==> config.mk <==
export PLATFORM = sky130hd
export DESIGN_NAME = lohi_muldiv_unit_flat
export DESIGN_NICKNAME = d
export VERILOG_FILES = /design/src/rtl/lohi_muldiv_if.sv /design/src/rtl/lohi_muldiv_unit.sv /design/src/flat_wrapper.sv
export SDC_FILE = /design/constraint.sdc
export NUM_CORES = 1
export LEC_CHECK = 0
export ABC_AREA = 1
export CORE_ASPECT_RATIO = 0.8
export CORE_MARGIN = 3
export CORE_UTILIZATION = 61
export DETAILED_ROUTE_END_ITERATION = 10
export PLACE_DENSITY = 0.84
export SLEW_MARGIN = 20
export SYNTH_ARGS = -nofsm -noshare
export SYNTH_HDL_FRONTEND = slang
export SYNTH_SLANG_ARGS = --single-unit
==> constraint.sdc <==
create_clock -name clock -period 2.34 [get_ports clock]
set_input_delay 0.585 -clock clock [delete_from_list [all_inputs] [get_ports clock]]
set_output_delay 0.585 -clock clock [all_outputs]
set_load 0.05 [all_outputs]
==> src/rtl/lohi_muldiv_if.sv <==
// Issue/result bus between the decode/execute stage and the LO/HI mul/div engine.
interface lohi_muldiv_if #(
    parameter int unsigned WIDTH = 16
);
    logic             start;
    logic [1:0]       op;
    logic [WIDTH-1:0] operand_a;
    logic [WIDTH-1:0] operand_b;
    logic             busy;
    logic             write_lo;
    logic             write_hi;
    logic [WIDTH-1:0] value_lo;
    logic [WIDTH-1:0] value_hi;
    logic             div_by_zero;

    // Issuing stage: drives the request, watches busy and the write strobes.
    modport master (
        output start, op, operand_a, operand_b,
        input  busy, write_lo, write_hi, value_lo, value_hi, div_by_zero
    );

    // Mul/div engine: consumes the request, produces the LO/HI write.
    modport slave (
        input  start, op, operand_a, operand_b,
        output busy, write_lo, write_hi, value_lo, value_hi, div_by_zero
    );
endinterface

==> src/rtl/lohi_muldiv_unit.sv <==
// Iterative multiply/divide engine writing the LO/HI register pair.
// One iteration per cycle on sign-stripped magnitudes; sign fix-up in WRITE.
module lohi_muldiv_unit #(
    parameter int unsigned WIDTH = 16,
    parameter int unsigned CNT_W = 5
) (
    input  logic         clock,
    input  logic         reset,
    lohi_muldiv_if.slave bus
);
    localparam int unsigned PW = 2 * WIDTH;

    typedef enum logic [1:0] {
        IDLE  = 2'd0,
        RUN   = 2'd1,
        WRITE = 2'd2
    } state_t;

    state_t           state;
    logic [CNT_W-1:0] counter;
    logic [1:0]       op_r;
    logic             sign_a_r;
    logic             sign_b_r;
    logic             dbz_r;
    logic [WIDTH-1:0] raw_a_r;
    logic [WIDTH:0]   mag_b_r;
    logic [PW-1:0]    acc_r;
    logic [PW-1:0]    mcand_r;
    logic [WIDTH-1:0] shreg_r;
    logic [WIDTH-1:0] rem_r;

    logic             in_signed_c;
    logic [WIDTH:0]   a_ext_c;
    logic [WIDTH:0]   b_ext_c;
    logic [WIDTH:0]   a_mag_c;
    logic [WIDTH:0]   b_mag_c;
    logic [WIDTH:0]   shifted_c;
    logic [WIDTH:0]   diff_c;
    logic             ge_c;
    logic             neg_c;
    logic [PW-1:0]    prod_fix_c;
    logic [WIDTH-1:0] quo_fix_c;
    logic [WIDTH-1:0] rem_fix_c;

    // Operand magnitudes on WIDTH+1 bits so the most negative value is exact.
    always_comb begin
        in_signed_c = bus.op[0];
        a_ext_c     = {in_signed_c & bus.operand_a[WIDTH-1], bus.operand_a};
        b_ext_c     = {in_signed_c & bus.operand_b[WIDTH-1], bus.operand_b};
        a_mag_c     = a_ext_c[WIDTH] ? -a_ext_c : a_ext_c;
        b_mag_c     = b_ext_c[WIDTH] ? -b_ext_c : b_ext_c;
    end

    // Restoring-divide trial subtraction and final sign fix-up.
    always_comb begin
        shifted_c  = {rem_r, shreg_r[WIDTH-1]};
        diff_c     = shifted_c - mag_b_r;
        ge_c       = (shifted_c >= mag_b_r);
        neg_c      = sign_a_r ^ sign_b_r;
        prod_fix_c = neg_c ? -acc_r : acc_r;
        quo_fix_c  = neg_c ? -shreg_r : shreg_r;
        rem_fix_c  = sign_a_r ? -rem_r : rem_r;
    end

    // Control FSM, datapath iteration and registered LO/HI write outputs.
    always_ff @(posedge clock) begin
        if (reset) begin
            state           <= IDLE;
            counter         <= '0;
            op_r            <= '0;
            sign_a_r        <= 1'b0;
            sign_b_r        <= 1'b0;
            dbz_r           <= 1'b0;
            raw_a_r         <= '0;
            mag_b_r         <= '0;
            acc_r           <= '0;
            mcand_r         <= '0;
            shreg_r         <= '0;
            rem_r           <= '0;
            bus.busy        <= 1'b0;
            bus.write_lo    <= 1'b0;
            bus.write_hi    <= 1'b0;
            bus.div_by_zero <= 1'b0;
            bus.value_lo    <= '0;
            bus.value_hi    <= '0;
        end else begin
            bus.write_lo    <= 1'b0;
            bus.write_hi    <= 1'b0;
            bus.div_by_zero <= 1'b0;
            case (state)
                IDLE: begin
                    bus.busy <= bus.start;
                    if (bus.start) begin
                        op_r     <= bus.op;
                        sign_a_r <= a_ext_c[WIDTH];
                        sign_b_r <= b_ext_c[WIDTH];
                        raw_a_r  <= bus.operand_a;
                        mag_b_r  <= b_mag_c;
                        acc_r    <= '0;
                        rem_r    <= '0;
                        counter  <= '0;
                        // Divide shifts the dividend out MSB first; multiply shifts the multiplier out LSB first.
                        if (bus.op[1]) begin
                            shreg_r <= a_mag_c[WIDTH-1:0];
                            mcand_r <= '0;
                        end else begin
                            shreg_r <= b_mag_c[WIDTH-1:0];
                            mcand_r <= PW'(a_mag_c);
                        end
                        if (bus.op[1] && (bus.operand_b == '0)) begin
                            dbz_r <= 1'b1;
                            state <= WRITE;
                        end else begin
                            dbz_r <= 1'b0;
                            state <= RUN;
                        end
                    end
                end
                RUN: begin
                    bus.busy <= 1'b1;
                    counter  <= counter + CNT_W'(1);
                    if (op_r[1]) begin
                        rem_r   <= ge_c ? diff_c[WIDTH-1:0] : shifted_c[WIDTH-1:0];
                        shreg_r <= {shreg_r[WIDTH-2:0], ge_c};
                    end else begin
                        acc_r   <= shreg_r[0] ? (acc_r + mcand_r) : acc_r;
                        mcand_r <= {mcand_r[PW-2:0], 1'b0};
                        shreg_r <= {1'b0, shreg_r[WIDTH-1:1]};
                    end
                    if (counter == CNT_W'(WIDTH - 1)) begin
                        state <= WRITE;
                    end
                end
                WRITE: begin
                    // Strobe cycle that follows still counts as busy.
                    bus.busy     <= 1'b1;
                    bus.write_lo <= 1'b1;
                    bus.write_hi <= 1'b1;
                    if (dbz_r) begin
                        bus.div_by_zero <= 1'b1;
                        bus.value_lo    <= '1;
                        bus.value_hi    <= raw_a_r;
                    end else if (op_r[1]) begin
                        bus.value_lo <= quo_fix_c;
                        bus.value_hi <= rem_fix_c;
                    end else begin
                        bus.value_lo <= prod_fix_c[WIDTH-1:0];
                        bus.value_hi <= prod_fix_c[PW-1:WIDTH];
                    end
                    state <= IDLE;
                end
                default: begin
                    state <= IDLE;
                end
            endcase
        end
    end
endmodule

==> src/flat_wrapper.sv <==
// flat-port wrapper written by rule: the top's interface ports become plain ports
module lohi_muldiv_unit_flat 
#(
    parameter int unsigned WIDTH = 16,
    parameter int unsigned CNT_W = 5
)
  (clock, reset, bus_start, bus_op, bus_operand_a, bus_operand_b, bus_busy, bus_write_lo, bus_write_hi, bus_value_lo, bus_value_hi, bus_div_by_zero);
  lohi_muldiv_if #(.WIDTH(WIDTH)) bus_i ();
  input  logic clock;
  input  logic reset;
  input wire logic [$bits(bus_i.start)-1:0] bus_start;
  input wire logic [$bits(bus_i.op)-1:0] bus_op;
  input wire logic [$bits(bus_i.operand_a)-1:0] bus_operand_a;
  input wire logic [$bits(bus_i.operand_b)-1:0] bus_operand_b;
  output wire logic [$bits(bus_i.busy)-1:0] bus_busy;
  output wire logic [$bits(bus_i.write_lo)-1:0] bus_write_lo;
  output wire logic [$bits(bus_i.write_hi)-1:0] bus_write_hi;
  output wire logic [$bits(bus_i.value_lo)-1:0] bus_value_lo;
  output wire logic [$bits(bus_i.value_hi)-1:0] bus_value_hi;
  output wire logic [$bits(bus_i.div_by_zero)-1:0] bus_div_by_zero;
  assign bus_i.start = bus_start;
  assign bus_i.op = bus_op;
  assign bus_i.operand_a = bus_operand_a;
  assign bus_i.operand_b = bus_operand_b;
  assign bus_busy = bus_i.busy;
  assign bus_write_lo = bus_i.write_lo;
  assign bus_write_hi = bus_i.write_hi;
  assign bus_value_lo = bus_i.value_lo;
  assign bus_value_hi = bus_i.value_hi;
  assign bus_div_by_zero = bus_i.div_by_zero;
  lohi_muldiv_unit #(.WIDTH(WIDTH), .CNT_W(CNT_W)) u_core (.clock(clock), .reset(reset), .bus(bus_i));
endmodule
==> results of run 1 <==
-- worst max-delay path by stage --
stage / start / end / slack, ns / depth (start not counted)
3_5_place_dp: bus_operand_a[0] / u_core.shreg_r[12] / -0.19 / 10
6_report: u_core.bus.value_lo[13] / bus_value_lo[13] / 0.09 / 1
3_3_place_gp: bus_operand_a[0] / u_core.shreg_r[12] / -0.12 / 10
2_1_floorplan: u_core.acc_r[0] / u_core.acc_r[30] / 0.35 / 13
4_1_cts: u_core.mcand_r[0] / u_core.acc_r[28] / 0.009 / 14
5_1_grt: u_core.acc_r[12] / u_core.acc_r[17] / 0.009 / 8
-- report_power, final --
part / internal, mW / total [mW] / switching [mW]
combinational: 0.886 / 2.62 / 1.74
sequential: 3.17 / 3.35 / 0.178
clock: 1.40 / 2.79 / 1.39
-- flip-flops by register name, indices dropped and copies added (netlist names), 2 cells and up --
name / flops
u_core.bus.value_hi: 16
u_core.mcand_r: 32
u_core.counter: 5
u_core.bus.value_lo: 16
u_core.state: 2
u_core.acc_r: 32
u_core.mag_b_r: 17
u_core.raw_a_r: 16
u_core.shreg_r: 16
u_core.rem_r: 16
-- Yosys cell counts (3+ instances only) --
cell,n
a21boi_1,6
a21o_1,5
a21oi_1,229
a21oi_2,13
a221oi_1,7
a22oi_1,4
a31oi_1,11
buf_1,5
buf_2,20
buf_4,6
buf_6,5
clkbuf_1,46
dfxtp_1,175
ha_1,59
inv_1,220
inv_2,7
nand2_1,484
nand2_2,17
nand2_4,3
nand3_1,203
nand3_2,9
nand3b_1,16
nand4_1,20
nor2_1,206
nor2_4,3
nor3_1,28
nor4_1,3
o2111ai_1,3
o211ai_1,16
o21a_1,4
o21ai_0,128
o21ai_1,16
o21bai_1,6
o221ai_1,9
o22ai_1,6
or2_2,10
xnor2_1,11
xor2_1,20
-- through the flow --
step	setup slack, ns	std cells	power (mW)
floorplan	0.353	2061	5.08
global placement	-0.116	2410	5.87
detailed placement	-0.188	2410	5.93
CTS	0.00929	2442	8.66
global route	0.00925	2443	9.11
finish	0.0896	2443	8.76
-- final cells by class --
class | instances | area share
multi-input combinational | 1572 | 0.542
sequential | 175 | 0.235
timing repair buffer | 170 | 0.106
inverter | 230 | 0.0580
clock buffer | 17 | 0.0285
tap | 264 | 0.0221
clock inverter | 15 | 0.00872
-- cells by family (layout without fill, tap and decap cells) --
logic type / count (synthesis) / in the layout / share of synthesized area
XOR/XNOR: 31 / 31 / 0.0211
AO/OA/AOI/OAI: 470 / 470 / 0.203
buffers and inverters: 314 / 432 / 0.0995
AND/OR/NAND/NOR: 1010 / 1010 / 0.343
flip-flops: 175 / 175 / 0.273
adder cells (fa/ha/maj): 61 / 61 / 0.0605
-- placed cells by master (no fill, tap or decap), drive strengths merged, types with 59 or more instances in the layout --
cell type	synthesis	routed
dfxtp	175	175
nand2	504	504
clkdlybuf4s50	0	71
nor2	211	211
a21oi	242	242
inv	228	236
nand3	212	212
buf	37	99
ha	59	59
o21ai	145	145
-- routing by layer --
metal,vias to the layer above,GRT usage
met5,-,0
met4,0,0.110
met3,91,0.0680
met2,833,0.540
met1,6829,0.528
li1,7084,-
-- repair_timing --
item                                   CTS  global route
resized for setup                        0             7
endpoints found under the hold margin    0             0
buffers inserted                         0             1
setup endpoints to repair                0            12
==> flow_summary_export.csv, run 1 <==
group,metric,value,unit
global_route,antenna_found_initial,0,
timing,worstMarginPinSlew,0.616,ns
timing,max_freq,444,MHz
worst_setup_path,max_stage_delay,0.88,ns
route,top_layer,"met4",
pwr,leakage,6.88,nW
placement,gp_congestion,0.991,
clock_tree,clockBufferDepth,2,
min_path,hold_path.startpoint,"u_core.bus.value_hi[15]",
route,dr_wl_met2,18100,µm
floorplanning,core_area,0.0203,mm²
floorplanning,die-area,0.0229,mm²
finish,postLayoutCellArea,0.0149,mm²
worst_setup_path,crit_path_top_delay_cell,"clkdlybuf4s50_1",
route,wl_met1,18800,µm
floorplanning,die_h,136,µm
placement,placed_cell_area,0.0143,mm²
worst_setup_path,rr_worst_depth,11,
synth,yosys_register_bits,175,
timing,hold_viol,0,
clock_tree,cts_made_buffers,17,
timing,final_max_slew_viol_count,0,
worst_setup_path,critPathTopFamily,"buffers and inverters",
timing,whs,0.464,ns
finish,multi_input_area,0.00809,mm²
finish,regArea,0.00350,mm²
worst_setup_path,crit_path_end_kind,"output port",
worst_setup_path,reg2reg_from,"u_core.mag_b_r[2]",
worst_setup_path,r2r_end,"u_core.rem_r[3]",
finish,drive_above_1_share,0.0950,
worst_setup_path,path_buf_inv,1,
synth,yosys-top-cells-area,"dfxtp_1 (27%), nand2_1 (14%), a21oi_1 (8.9%), nand3_1 (7.9%), inv_1 (6.4%)",
synth,avgSynthCellArea,6.24,µm²
clock_tree,htree_levels,4,
synth,synth_cells,2061,
worst_setup_path,rrSetupSlack,0.11,ns
route,ant_nets,0,
clock_tree,cts-root-buf,"clkbuf_16",
worst_setup_path,worstPathRequired,1.75,ns
worst_setup_path,cp.arrival,1.67,ns
route,drc_errors,0,
pwr,p_per_area,587,mW/mm²
route,met3_length,4850,µm
clock_tree,cts_sinks,175,
synth,synth_edf_count,0,
finish,fill_cells,1688,
clock_tree,clk_latency,0.45,ns
timing,rsz0062_at_grt,"no",
route,drt_iter0_drc,2113,
timing,clock_skew,0.00985,ns
floorplanning,std_cell_rows,46,
route,wl_per_cell,17.5,µm
placement,io_buffers,72,
clock_tree,cts_tree,"done",
timing,setup_viol,0,
floorplanning,ios,73,
clock_tree,cts_hold_buf,0,
synth,synth_warnings,0,
outcome,outcome,"complete, no violations",
worst_setup_path,start_kind,"register",
floorplanning,die_w,168,µm
worst_setup_path,cp_max_fo,2,
route,wl,42900,µm
synth,synth_nets,2159,
worst_setup_path,crit_type,"register to output port",
synth,netlist_area,0.0129,mm²
route,vias,14800,
min_path,hold_path_end,"u_core.bus.value_hi[15]",
min_path,worstHoldPathType,"register to register",
global_route,overflow,0,
global_route,grt_max_degree,107,
timing,relSlewSlack,0.588,
finish,area_growth,16.1,%
synth,yosysTopAreaCellShare,0.273,
global_route,grt_pass1_wl,66500,µm
finish,postLayoutCoreUtil,0.737,
timing,fin_crit_sh,0.962,
finish,antenna_cells,0,
clock_tree,path_clk_slew,0.08,ns
synth,synthFlopType,"dfxtp_1",
synth,ys_async_sr_fraction,0,
timing,period_needed,2.25,ns
route,first_pass_iters,6,
global_route,grt_pass1_vias,13000,
floorplanning,initial_core_util,0.635,
finish,nNetsFinal,2264,
synth,yosysUniqueCellTypes,54,
timing,tns,0,ns
synth,yosysTopAreaCell,"dfxtp_1",
min_path,holdPathStages,2,
job,maxCapViolations,0,
synth,seq_area_frac_synth,0.273,
placement,dp_hpwl,32600,µm
route,vias_per_cell,6.07,
pwr,ir_drop,478,µV
global_route,grt_usage,0.361,
worst_setup_path,cp_cell_sequence,"clkdlybuf4s50_1",
(Power assumes the default switching activity.)
==> run 2, diff against run 1 <==
--- a/config.mk
+++ b/config.mk
@@ -8,9 +8,9 @@
 export ABC_AREA = 1
 export CORE_ASPECT_RATIO = 0.8
 export CORE_MARGIN = 3
-export CORE_UTILIZATION = 61
+export CORE_UTILIZATION = 40
 export DETAILED_ROUTE_END_ITERATION = 10
-export PLACE_DENSITY = 0.84
+export PLACE_DENSITY = 0.6
 export SLEW_MARGIN = 20
 export SYNTH_ARGS = -nofsm -noshare
 export SYNTH_HDL_FRONTEND = slang
==> flow_summary_export.csv, run 2 (synthesized netlist as in run 1, its figures left out) <==
group,metric,value,unit
outcome,outcome,"complete, no violations",
floorplanning,core_area,0.0316,mm²
finish,regArea,0.00351,mm²
placement,gp_congestion,0.936,
finish,layoutNonFillerInstCount,2612,
timing,relSlewSlack,0.597,
timing,clock_skew,0.0106,ns
timing,final_max_slew_viol_count,0,
floorplanning,std_cell_rows,58,
route,vias,14200,
worst_setup_path,worstPathRequired,1.75,ns
placement,dp.cells,2581,
route,vias_per_cell,5.43,
worst_setup_path,cp_cell_sequence,"clkdlybuf4s50_1",
global_route,grt_pass1_wl,70100,µm
timing,fin_crit_sh,0.978,
finish,reg_top3,"u_core.acc_r x32, u_core.mcand_r x32, u_core.mag_b_r x17",
global_route,grt_max_degree,107,
worst_setup_path,crit_path_end_kind,"output port",
clock_tree,cts_made_buffers,17,
pwr,p_per_area,589,mW/mm²
worst_setup_path,cp_max_fo,2,
global_route,antenna_found_initial,0,
clock_tree,htree_levels,4,
worst_setup_path,rrSetupSlack,0.16,ns
finish,antenna_cells,0,
clock_tree,clockBufferDepth,2,
floorplanning,initial_core_util,0.407,
route,drc_errors,0,
clock_tree,postCtsResizedCells,0,
route,drt_iter0_drc,1393,
clock_tree,cts_tree,"done",
clock_tree,cts_setup_buffers,0,
route,wl,44900,µm
min_path,worstHoldPathType,"register to register",
finish,layout_commonest_cell,"nand2_1",
job,maxCapViolations,0,
floorplanning,die_h,166,µm
worst_setup_path,crit_path_top_delay_cell,"clkdlybuf4s50_1",
route,wl_per_cell,17.2,µm
finish,drive_above_1_share,0.103,
timing,whs,0.461,ns
timing,hold_viol,0,
route,ant_nets,0,
timing,period_needed,2.29,ns
clock_tree,cts_hold_buf,0,
worst_setup_path,cp.arrival,1.70,ns
clock_tree,path_clk_slew,0.07,ns
floorplanning,die-area,0.0343,mm²
worst_setup_path,path_buf_inv,1,
placement,io_buffers,72,
finish,layout_common_cells,"nand2_1 (481), a21oi_1 (228), inv_1 (219)",
floorplanning,die_w,206,µm
global_route,grt_pass1_vias,12700,
route,first_pass_iters,5,
timing,rsz0062_at_grt,"no",
floorplanning,ios,73,
timing,setup_viol,0,
pwr,ir_drop,504,µV
worst_setup_path,crit_type,"register to output port",
finish,nNetsFinal,2278,
finish,area_growth,18.5,%
finish,fill_cells,3364,
clock_tree,cts-root-buf,"clkbuf_16",
worst_setup_path,max_stage_delay,0.83,ns
worst_setup_path,start_kind,"register",
clock_tree,cts_sinks,175,
finish,multi_input_area,0.00810,mm²
pwr,leakage,6.94,nW
timing,worstMarginPinSlew,0.604,ns
timing,max_freq,437,MHz
clock_tree,clk_latency,0.46,ns
global_route,grt_usage,0.258,
worst_setup_path,critPathTopFamily,"buffers and inverters",
global_route,overflow,0,
placement,dp_hpwl,34900,µm
-- run 2: changes by cell type in the layout (fill, tap and decap cells not counted), sizes merged --
cell / previous run / this run
buf: 99 / 113
inv: 236 / 229
bufinv: 0 / 2
clkbuf: 17 / 19
clkinv: 6 / 7
clkinvlp: 3 / 4
-- run 2: area by class of cell --
type | count | share of cell area
Inverter | 230 | 0.0568
Sequential cell | 175 | 0.230
Timing Repair Buffer | 184 | 0.108
Clock inverter | 12 | 0.00887
Tap cell | 420 | 0.0345
Multi-Input combinational cell | 1572 | 0.532
Clock buffer | 19 | 0.0297
-- run 2: metrics by stage --
step	util	total power, mW	worst slack, ns	area, µm²	TNS (ns)
6_report	0.483	8.98	0.0508	15200	0
5_1_grt	0.483	9.45	0.0116	15200	0
4_1_cts	0.482	8.98	0.0336	15200	0
3_5_place_dp	0.463	6.01	-0.156	14600	-2.08
3_3_place_gp	0.463	5.99	-0.177	14600	-1.33
2_1_floorplan	-	5.08	0.353	12900	0
-- run 2: final timing paths --
check | startpoint | to | cells after the start
max | u_core.bus.value_lo[15] | bus_value_lo[15] | 1
min reg2reg | u_core.mag_b_r[16] | u_core.mag_b_r[16] | 2
min | u_core.mag_b_r[16] | u_core.mag_b_r[16] | 2
max reg2reg | u_core.mag_b_r[8] | u_core.rem_r[13] | 11
-- run 2: per-layer routing --
| layer | vias up | routed length (µm) | share of wire | global-route usage |
|---|---|---|---|---|
| met2 | 429 | 18600 | 0.41 | 0.369 |
| li1 | 7092 | - | - | - |
| met4 | 0 | 865 | 0.019 | 0.0634 |
| met3 | 57 | 2990 | 0.067 | 0.0392 |
| met5 | - | 0 | 0 | 0 |
| met1 | 6604 | 22400 | 0.50 | 0.402 |
-- run 2: where the power goes --
part | switching (mW) | total [mW] | internal, mW
sequential | 0.176 | 3.35 | 3.17
combinational | 1.73 | 2.65 | 0.914
clock | 1.35 | 2.98 | 1.63
==> run 3, diff against run 2 <==
==> constraint.sdc (replaced) <==
create_clock -name clock -period 2.34 [get_ports clock]
set_input_delay 0.234 -clock clock [delete_from_list [all_inputs] [get_ports clock]]
set_output_delay 0.234 -clock clock [all_outputs]
set_load 0.05 [all_outputs]
==> flow_summary_export.csv, run 3 (synthesized netlist as in run 1, its figures left out) <==
group,metric,value,unit
outcome,outcome,"complete, no violations",
worst_setup_path,crit_path_end_kind,"register",
worst_setup_path,cp_cell_sequence,"ha_1 > a21oi_1 > o21ai_1 > buf_4 > nand2_1 > nand2_1 > buf_4 > nand2_1 > nand2_2 > or2_2 > nand3_1 > a21oi_1",
job,maxCapViolations,0,
route,top_layer,"met4",
floorplanning,die_w,206,µm
worst_setup_path,critPathTopFamily,"simple AND/OR/NAND/NOR gates",
route,met3_length,2800,µm
clock_tree,cts_tree,"done",
finish,layoutNonFillerInstCount,2578,
clock_tree,clockBufferDepth,2,
clock_tree,cts_sinks,175,
route,drt_iter0_drc,1216,
global_route,grt_usage,0.259,
finish,antenna_cells,0,
finish,drive_above_1_share,0.0880,
timing,hold_viol,0,
min_path,holdPathStages,3,
floorplanning,core_area,0.0316,mm²
pwr,leakage,6.76,nW
worst_setup_path,max_stage_delay,0.36,ns
worst_setup_path,crit_type,"register to register",
floorplanning,ios,73,
finish,layout_commonest_cell,"nand2_1",
route,wl_met1,22800,µm
placement,io_buffers,72,
worst_setup_path,cp_max_fo,5,
finish,area_growth,16.2,%
worst_setup_path,startpoint,"u_core.mcand_r[3]",
route,first_pass_iters,6,
placement,dp_hpwl,34900,µm
clock_tree,clk_latency,0.45,ns
pwr,ir_drop,492,µV
global_route,grt_max_degree,57,
floorplanning,die_h,166,µm
clock_tree,cts_made_buffers,17,
global_route,grt_pass1_vias,12800,
timing,whs,0.442,ns
timing,clock_skew,0.0112,ns
placement,dp.cells,2545,
timing,period_needed,2.19,ns
timing,worstMarginPinSlew,0.930,ns
route,drc_errors,0,
floorplanning,std_cell_rows,58,
min_path,worstHoldPathType,"input pin to register",
route,ant_nets,0,
timing,relSlewSlack,0.376,
finish,nNetsFinal,2243,
placement,gp_congestion,0.972,
floorplanning,initial_core_util,0.407,
route,dr_wl_met2,18400,µm
clock_tree,cts_hold_buf,0,
pwr,p_per_area,593,mW/mm²
finish,reg_top3,"u_core.acc_r x32, u_core.mcand_r x32, u_core.mag_b_r x17",
global_route,overflow,0,
worst_setup_path,crit_cells,12,
worst_setup_path,critPathMostFrequentCell,"nand2_1",
timing,rsz0062_at_grt,"yes",
clock_tree,path_clk_slew,0.07,ns
worst_setup_path,rr_worst_depth,12,
route,vias_per_cell,5.43,
worst_setup_path,path_buf_inv,2,
timing,fin_crit_sh,0.935,
global_route,antenna_found_initial,0,
worst_setup_path,start_kind,"register",
timing,max_freq,457,MHz
worst_setup_path,cp.arrival,2.50,ns
min_path,hold_path.startpoint,"reset",
route,vias,14000,
floorplanning,die-area,0.0343,mm²
clock_tree,cts-root-buf,"clkbuf_16",
finish,layout_common_cells,"nand2_1 (480), a21oi_1 (229), inv_1 (219)",
worst_setup_path,worstPathRequired,2.65,ns
worst_setup_path,crit_path_top_delay_cell,"dfxtp_1",
clock_tree,htree_levels,4,
route,wl_per_cell,17.5,µm
global_route,grt_pass1_wl,70500,µm
timing,setup_viol,0,
timing,final_max_slew_viol_count,0,
worst_setup_path,reg2reg_from,"u_core.mcand_r[3]",
route,wl,45100,µm
run 3: worst register-to-register path: stages (launching register included):
cell and delay, ns:
dfxtp_1 0.36, ha_1 0.36, a21oi_1 0.24, o21ai_1 0.09, buf_4 0.16, nand2_1 0.06
nand2_1 0.07, buf_4 0.16, nand2_1 0.06, nand2_2 0.08, or2_2 0.28, nand3_1 0.07
a21oi_1 0.06
run 3: timing repair:
action,4_1_cts,5_1_grt
endpoints found under the setup margin,0,19
setup buffers,0,1
gates resized for setup,0,14
run 3: path summary, 6_finish.rpt:
| check | slack [ns] | to |
|---|---|---|
| worst max-delay path | 0.15 | u_core.acc_r[10] |
| worst min register to register | 0.47 | u_core.mag_b_r[16] |
| worst max register to register | 0.15 | u_core.acc_r[10] |
| worst min-delay path | 0.44 | u_core.bus.busy |
run 3: layout make-up:
| type | count | area (µm²) |
|---|---|---|
| Multi-Input combinational cell | 1572 | 8110 |
| Sequential cell | 175 | 3500 |
| Clock buffer | 19 | 453 |
| Timing Repair Buffer | 149 | 1330 |
| Clock inverter | 13 | 139 |
| Tap cell | 420 | 526 |
| Fill cell | 3348 | 16600 |
| Inverter | 230 | 868 |
run 3: routing by layer:
layer / track usage / up-vias
met2: 0.364 / 438
met1: 0.402 / 6480
met3: 0.0421 / 53
li1: - / 7032
met5: 0 / -
met4: 0.0761 / 0
run 3: power breakdown:
| group | total (mW) | switching, mW | internal (mW) |
|---|---|---|---|
| registers | 3.34 | 0.167 | 3.17 |
| logic | 2.57 | 1.73 | 0.838 |
| clock network | 2.95 | 1.32 | 1.63 |
run 3: metrics by stage:
step	area [µm²]	util	total power, mW	TNS, ns	setup WS [ns]
2_1_floorplan	12900	-	5.08	0	0.353
3_3_place_gp	14300	0.453	5.88	0	0.0604
3_5_place_dp	14300	0.453	5.90	0	0.0566
4_1_cts	14900	0.472	8.86	0	0.0424
5_1_grt	14900	0.473	9.30	-0.0171	-0.0140
6_report	14900	0.473	8.86	0	0.152
